--- config.mk ---
export PLATFORM = sky130hd
export DESIGN_NAME = qch_device_responder
export DESIGN_NICKNAME = d
export VERILOG_FILES = /design/src/rtl/qch_device_responder.sv
export SDC_FILE = /design/constraint.sdc
export NUM_CORES = 1
export LEC_CHECK = 0
export CORE_AREA = 2 2 39 41
export DETAILED_ROUTE_END_ITERATION = 8
export DIE_AREA = 0 0 41 43
export DONT_BUFFER_PORTS = 1
export PLACE_DENSITY = 0.48
export SYNTH_ARGS = -nofsm -noshare
export SYNTH_HDL_FRONTEND = slang
export SYNTH_SLANG_ARGS = --single-unit
--- constraint.sdc ---
create_clock -name clk -period 2.2 [get_ports clk]
set_input_delay 0.55 -clock clk [delete_from_list [all_inputs] [get_ports clk]]
set_output_delay 0.55 -clock clk [all_outputs]
set_load 0.005 [all_outputs]
--- src/rtl/qch_device_responder.sv ---
// Device-side Q-Channel responder: synchronises QREQn, drives a datapath flush and
// accepts only when quiescent. Optional denial path built when QCH_DENY_EN is defined.
module qch_device_responder #(
  parameter int SYNC_STAGES = 2,
  parameter int TIMEOUT     = 255,
  parameter int EXIT_DELAY  = 2
) (
  input  logic clk,
  input  logic reset,
  input  logic qreqn_i,
  output logic qacceptn_o,
  output logic qdeny_o,
  output logic qactive_o,
  input  logic busy_i,
  input  logic wakeup_i,
  output logic flush_req_o,
  input  logic flush_done_i,
  output logic stopped_o,
  output logic proto_err_o
);

  localparam int EXIT_W = $clog2(EXIT_DELAY + 1);

  if (SYNC_STAGES < 2 || EXIT_DELAY < 1 || TIMEOUT < 1 || TIMEOUT > 65535) begin : g_bad_params
    $error("qch_device_responder: parameter out of range");
  end

  typedef enum logic [2:0] {
    Q_RUN      = 3'd0,
    Q_REQUEST  = 3'd1,
    Q_STOPPED  = 3'd2,
    Q_EXIT     = 3'd3,
    Q_DENIED   = 3'd4,
    Q_CONTINUE = 3'd5
  } state_t;

  state_t                   state_reg;
  logic [SYNC_STAGES-1:0]   sync_reg;
  logic [EXIT_W-1:0]        exit_cnt_reg;
  logic                     qreqn_s;
  logic                     accept_ok;

  // Preset to 1 so a reset never looks like a fresh request until the pin is resampled.
  always_ff @(posedge clk) begin
    if (reset) sync_reg <= '1;
    else       sync_reg <= {sync_reg[SYNC_STAGES-2:0], qreqn_i};
  end

  assign qreqn_s   = sync_reg[SYNC_STAGES-1];
  assign accept_ok = flush_done_i & ~busy_i & ~wakeup_i;

`ifdef QCH_DENY_EN
  localparam int CNT_W = $clog2(TIMEOUT + 1);
  logic [CNT_W-1:0] cnt_reg;
`else
  assign qdeny_o = 1'b0;
`endif

  always_ff @(posedge clk) begin
    if (reset) begin
      state_reg    <= Q_RUN;
      qacceptn_o   <= 1'b1;
      qactive_o    <= 1'b0;
      flush_req_o  <= 1'b0;
      stopped_o    <= 1'b0;
      proto_err_o  <= 1'b0;
      exit_cnt_reg <= '0;
`ifdef QCH_DENY_EN
      qdeny_o      <= 1'b0;
      cnt_reg      <= '0;
`endif
    end else begin
      proto_err_o <= 1'b0;
      qactive_o   <= busy_i | wakeup_i | flush_req_o;
      case (state_reg)
        Q_RUN: begin
          if (!qreqn_s) begin
            state_reg   <= Q_REQUEST;
            flush_req_o <= 1'b1;
`ifdef QCH_DENY_EN
            cnt_reg     <= '0;
`endif
          end
        end
        Q_REQUEST: begin
          // Priority: early QREQn release, then accept, then denial.
          if (qreqn_s) begin
            state_reg   <= Q_RUN;
            flush_req_o <= 1'b0;
            proto_err_o <= 1'b1;
          end else if (accept_ok) begin
            state_reg   <= Q_STOPPED;
            qacceptn_o  <= 1'b0;
            flush_req_o <= 1'b0;
            stopped_o   <= 1'b1;
`ifdef QCH_DENY_EN
          end else if (wakeup_i || cnt_reg == CNT_W'(TIMEOUT)) begin
            state_reg   <= Q_DENIED;
            qdeny_o     <= 1'b1;
            flush_req_o <= 1'b0;
          end else begin
            cnt_reg     <= cnt_reg + 1'b1;
`endif
          end
        end
        Q_STOPPED: begin
          if (qreqn_s) begin
            state_reg    <= Q_EXIT;
            stopped_o    <= 1'b0;
            exit_cnt_reg <= '0;
          end
        end
        Q_EXIT: begin
          if (exit_cnt_reg == EXIT_W'(EXIT_DELAY - 1)) begin
            state_reg  <= Q_RUN;
            qacceptn_o <= 1'b1;
          end else begin
            exit_cnt_reg <= exit_cnt_reg + 1'b1;
          end
        end
`ifdef QCH_DENY_EN
        Q_DENIED: begin
          if (qreqn_s) state_reg <= Q_CONTINUE;
        end
        Q_CONTINUE: begin
          state_reg <= Q_RUN;
          qdeny_o   <= 1'b0;
        end
`endif
        default: state_reg <= Q_RUN;
      endcase
    end
  end

endmodule

==> run summary, run 1 <==
Avg Cell Area, Syn = 9.18 um2
syn_nets = 57
CP Data Required Time = 1650 ps
clock skew = 6.45 ps
vias in the first global route = 309
placed insts = 63
flops & latches, synth = 11
R2R setup slack = 1020 ps
DRC Markers = 0
maximum vdd drop = 0.256 mV
Worst Setup End Kind = output pin
Worst Setup Path Type = flip-flop to output pin
simple-gate area share of the yosys netlist = 0.163
post-synthesis sequential area ratio = 0.480
Via-to-Cell Ratio = 5.07
DR pass1 iterations = 4
H-tree Lvls = 1
initial DRC count = 7
Total Routing Usage GR = 0.110
fin nets = 59
Finished Layout Cells = 67
Final Hold Fails = 0
via count = 340
Post-CTS Hold Buffers = 0
area share of the largest cell type after synthesis = 0.480
number of post-CTS setup repair buffers = 0
die width = 41 um
Core ar. = 1380 um2
WL/cell = 11.3 um
DP Wirelength = 540 um
count of cell types in the netlist = 23
Die ar. = 1760 um2
RSZ-0062 raised after global routing = false
routability cong. = 0.703
clk sinks = 11
Netlist Area Pre-Place = 459 um2
Max Fanout on Critical Path = 3
share of cells above drive strength 1 = 0.137
post-synth top area cell = dfxtp_1
Adder-Cell Fraction of Synth Area = 0.0272
initial antenna violation count = 0
cell area power density = 730 nW/um2
total negative slack = 0 ps
largest net degree at the start of global routing = 13
standard-cell row count = 14
post-synthesis mux area share = 0
Fillers = 153
Hold WC Path Type = input port to flip-flop
post-route ant nets = 0
Achievable Freq = 0.840 GHz
Tmin final = 1190 ps
Max Cap Viol = 0
Leak Pwr = 0.171 nW
clk root buf = clkbuf_4
area grow syn2layout = 4.90%
Port Buffer Count = 0
TritonCTS clock tree = yes
multi-input logic area = 200 um2
FF+latch area = 220 um2
Num CTS Buffers = 3
die height = 43 um
DRT Wirelength = 758 um
Setup Viol. Count Final = 0
complex-gate fraction of the synthesized area = 0.237
crit path DAT = 640 ps
# IOs = 12
largest family of logic cells by synthesized area = compound AO/OA/AOI/OAI gates
Synth area leaders = dfxtp_1, a21oi_1, nand2_1, inv_1, a31oi_1
Final Max Slew Viols = 0
post-synthesis instance total = 50
startpoint class of the critical path = flip-flop
clk buf depth = 2
Clock transition at path regs = 70 ps
post-cts sizing count = 0
first-pass GRT wire length = 1.31 mm
Worst-Skew Late Latency = 260 ps
Diodes inserted = 0
starting density of the core = 0.332
Synth warnings = 0
outcome = complete, no violations
Synth Area in XOR/XNOR = 0
GRT Residual Overflow = 0
Tcrit/Tclk final = 0.541
Pwr Total = 0.352 mW
==> routing by layer <==
metal | part of all wire | wire length (um) | GRT usage | up-vias
met4 | 0 | 0 | 0.0600 | 0
met5 | 0 | 0 | 0 | -
met2 | 0.43 | 324 | 0.134 | 6
li1 | - | - | - | 180
met3 | 0.050 | 38 | 0.0576 | 0
met1 | 0.52 | 394 | 0.150 | 154
==> metrics by stage <==
| stage | instance area (um2) | util | hold slack [ps] | worst slack (ps) |
|---|---|---|---|---|
| after detailed placement | 455 | 0.329 | 397 | 923 |
| after global routing | 482 | 0.348 | 338 | 924 |
| after floorplan | 459 | - | 389 | 1040 |
| after CTS | 482 | 0.348 | 337 | 1000 |
| final | 482 | 0.348 | 344 | 1010 |
| after global placement | 455 | 0.329 | 390 | 936 |
==> where the power goes <==
| group | switching, mW | total (mW) | internal [mW] |
|---|---|---|---|
| clock | 0.0641 | 0.134 | 0.0701 |
| combinational | 0.00428 | 0.00883 | 0.00455 |
| sequential | 0.00469 | 0.209 | 0.204 |
| total | 0.0730 | 0.352 | 0.278 |
==> worst paths after layout <==
check             depth (start not counted)             from         endpoint
hold reg to reg                           1      sync_reg[0]      sync_reg[1]
setup / recovery                          0      flush_req_o      flush_req_o
hold / removal                            1            reset     state_reg[1]
setup reg to reg                          4  exit_cnt_reg[0]  exit_cnt_reg[0]
==> Yosys cell counts, drive strengths merged <==
library cell	count
a311o	1
dfxtp	11
or2	2
o21bai	1
o21ai	1
a31oi	2
buf	3
o221a	1
nor2	2
o211ai	1
nand4	1
ha	1
o31ai	1
a21o	1
nand2	5
inv	4
a21oi	8
nor3	1
conb	1
and4bb	2
==> final cells by class <==
| type | instances | share of cell area |
|---|---|---|
| inverters | 4 | 0.0312 |
| clock buffers | 4 | 0.0545 |
| well taps | 16 | 0.0416 |
| multi-input cells | 32 | 0.416 |
| flip-flops and latches | 11 | 0.457 |
==> layout by cell type, fill, tap and decap left out, drive strengths merged, types with 2 or more instances in the layout <==
cell,synthesis,routed
dfxtp,11,11
a21oi,8,8
nand2,5,5
inv,4,4
clkbuf,0,4
nor2,2,2
or2,2,2
a31oi,2,2
and4bb,2,2
==> logic make-up after synthesis <==
kind of cell    count (synthesis)
compound gates                 17
simple gates                   13
flops                          11
buf+inv                         7
fa+ha+maj                       1
other cells                     1
Power figures use the tool's default switching activity.
==> run 2, diff against run 1 <==
Clock period 2.2 ns to 1.1 ns, I/O delays scaled along.
==> run 2 against run 1 <==
  * The run now ends with negative setup slack left
  * Design area increased by 6.8%
  * Sequential share of layout area shrank 2.2 points
  * Final cell count increased by 3.0%
  * Sequential power grew 100%
  * Critical endpoint is now exit_cnt_reg[1]
  * Clock-buffer cell count decreased by 1
==> run summary, run 2 (synthesis gave the netlist of run 1 again) <==
outcome = complete, but fails checks
failing checks = negative setup slack
cell area power density = 1380 nW/um2
Die ar. = 1760 um2
initial antenna violation count = 0
Fillers = 148
routability cong. = 0.713
share of cells above drive strength 1 = 0.283
DRC Markers = 0
Via-to-Cell Ratio = 5.10
Tcrit/Tclk final = 1.00
die width = 41 um
reg2reg end = exit_cnt_reg[1]
number of post-CTS setup repair buffers = 0
Final Hold Fails = 0
Diodes inserted = 0
DP Wirelength = 546 um
maximum vdd drop = 0.827 mV
Total Routing Usage GR = 0.127
Achievable Freq = 0.907 GHz
area grow syn2layout = 12.0%
startpoint class of the critical path = flip-flop
Worst Setup Path Type = flip-flop to flip-flop
Switching Share = 0.223
via count = 352
Clock transition at path regs = 70 ps
Critical-path top delay cell = dfxtp_2
Worst-Skew Late Latency = 270 ps
vias in the first global route = 343
Tmin final = 1100 ps
Reg power frac = 0.587
worst-path cell chain = inv_2, ha_4, and4bb_1, a31oi_1, a21oi_1
critical path depth in cells = 5
DRT Wirelength = 812 um
RSZ-0062 raised after global routing = true
pre-CTS WS = -36.5 ps
P_sw = 0.158 mW
DR pass1 iterations = 3
delay-heaviest family, CP = flip-flops
starting density of the core = 0.332
GRT Residual Overflow = 0
Port Buffer Count = 0
initial DRC count = 11
Final WS setup = -2.43 ps
largest net degree at the start of global routing = 13
clock skew = 0.657 ps
Hold WC Path Type = input port to flip-flop
Max Fanout on Critical Path = 2
Clk network pwr share = 0.388
# IOs = 12
Logic pwr share = 0.025
Crit Reg-Reg Startpoint = exit_cnt_reg[1]
P_int = 0.551 mW
worst path buffer plus inverter count = 1
post-route ant nets = 0
Max Cap Viol = 0
Worst Setup End Kind = flip-flop
WL/cell = 11.8 um
crit path DAT = 1260 ps
worst hold slack = 56.4 ps
CP max stage delay = 340 ps
first-pass GRT wire length = 1.47 mm
clk sinks = 11
Setup Viol. Count Final = 1
standard-cell row count = 14
CP Data Required Time = 1260 ps
die height = 43 um
critical path launch point = exit_cnt_reg[1]
TritonCTS clock tree = yes
Final Max Slew Viols = 0
commonest non-fill, non-tap cells in the layout = a21oi_1, dfxtp_1, nand2_1
Critical Path End = exit_cnt_reg[1]
worst reg2reg path depth = 5
clk root buf = clkbuf_4
clk buf depth = 2
Leak Pwr = 0.187 nW
Num CTS Buffers = 3
fin nets = 61
H-tree Lvls = 1
Core ar. = 1380 um2
R2R setup slack = -2 ps
run 2: cell types whose count changed in the layout (fill, tap and decap cells not counted):
cell and delta:
buf_4 +2, clkbuf_1 -1, clkinv_2 +1, dfxtp_1 -3, dfxtp_2 +3, ha_1 -1, ha_4 +1, inv_1 -1
inv_2 +1
run 2: power groups by stage:
| stage | Clock (mW) | Combinational (mW) | Sequential, mW |
|---|---|---|---|
| 2_1_floorplan | 0 | 0.0266 | 0.422 |
| 3_3_place_gp | 0 | 0.0177 | 0.426 |
| 3_5_place_dp | 0 | 0.0177 | 0.426 |
| 4_1_cts | 0.295 | 0.0179 | 0.416 |
| 5_1_grt | 0.320 | 0.0217 | 0.419 |
| 6_report | 0.275 | 0.0179 | 0.417 |
run 2: per-stage QoR:
stage	util	cells	power, mW	cell area [um2]	TNS (ps)
floorplan	-	50	0.449	460	0
global placement	0.341	65	0.444	472	-77.9
detailed placement	0.341	65	0.444	472	-70.7
CTS	0.370	69	0.729	512	-5.70
global route	0.372	69	0.760	514	-115
finish	0.372	69	0.710	514	-2.43
run 2: cell type report:
cell class,instances,area (um2),area share
inverters,4,15.0,0.0292
flip-flops and latches,11,224,0.436
repair buffers,2,15.0,0.0292
clock buffers,3,22.5,0.0438
multi-input cells,32,213,0.414
clock inverters,1,5.00,0.00973
well taps,16,20.0,0.0389
run 2: metal layers:
layer  track usage  share of wire
met1         0.164           0.49
met3        0.0890          0.059
met5             0              0
met4        0.0600              0
met2         0.156           0.45
run 2: repair_timing:
action                                  4_1_cts  5_1_grt
hold buffers                                  0        0
endpoints found under the setup margin        2        4
pin swaps                                     3        2
resized for setup                             3        2
run 2: worst min-delay path by stage:
stage / startpoint / endpoint / slack, ps / cells past startpoint
floorplan: qreqn_i / sync_reg[0] / 380 / 1
global placement: reset / exit_cnt_reg[1] / 340 / 1
detailed placement: reset / exit_cnt_reg[1] / 340 / 1
CTS: reset / exit_cnt_reg[1] / 50 / 1
global route: reset / exit_cnt_reg[0] / 30 / 1
finish: reset / exit_cnt_reg[0] / 60 / 1
==> run 3, diff against run 2 <==
Settings changed: CAP_MARGIN set to 25.
==> results of run 3 <==
Final layout, timing and power as in run 2 (identical DEF).
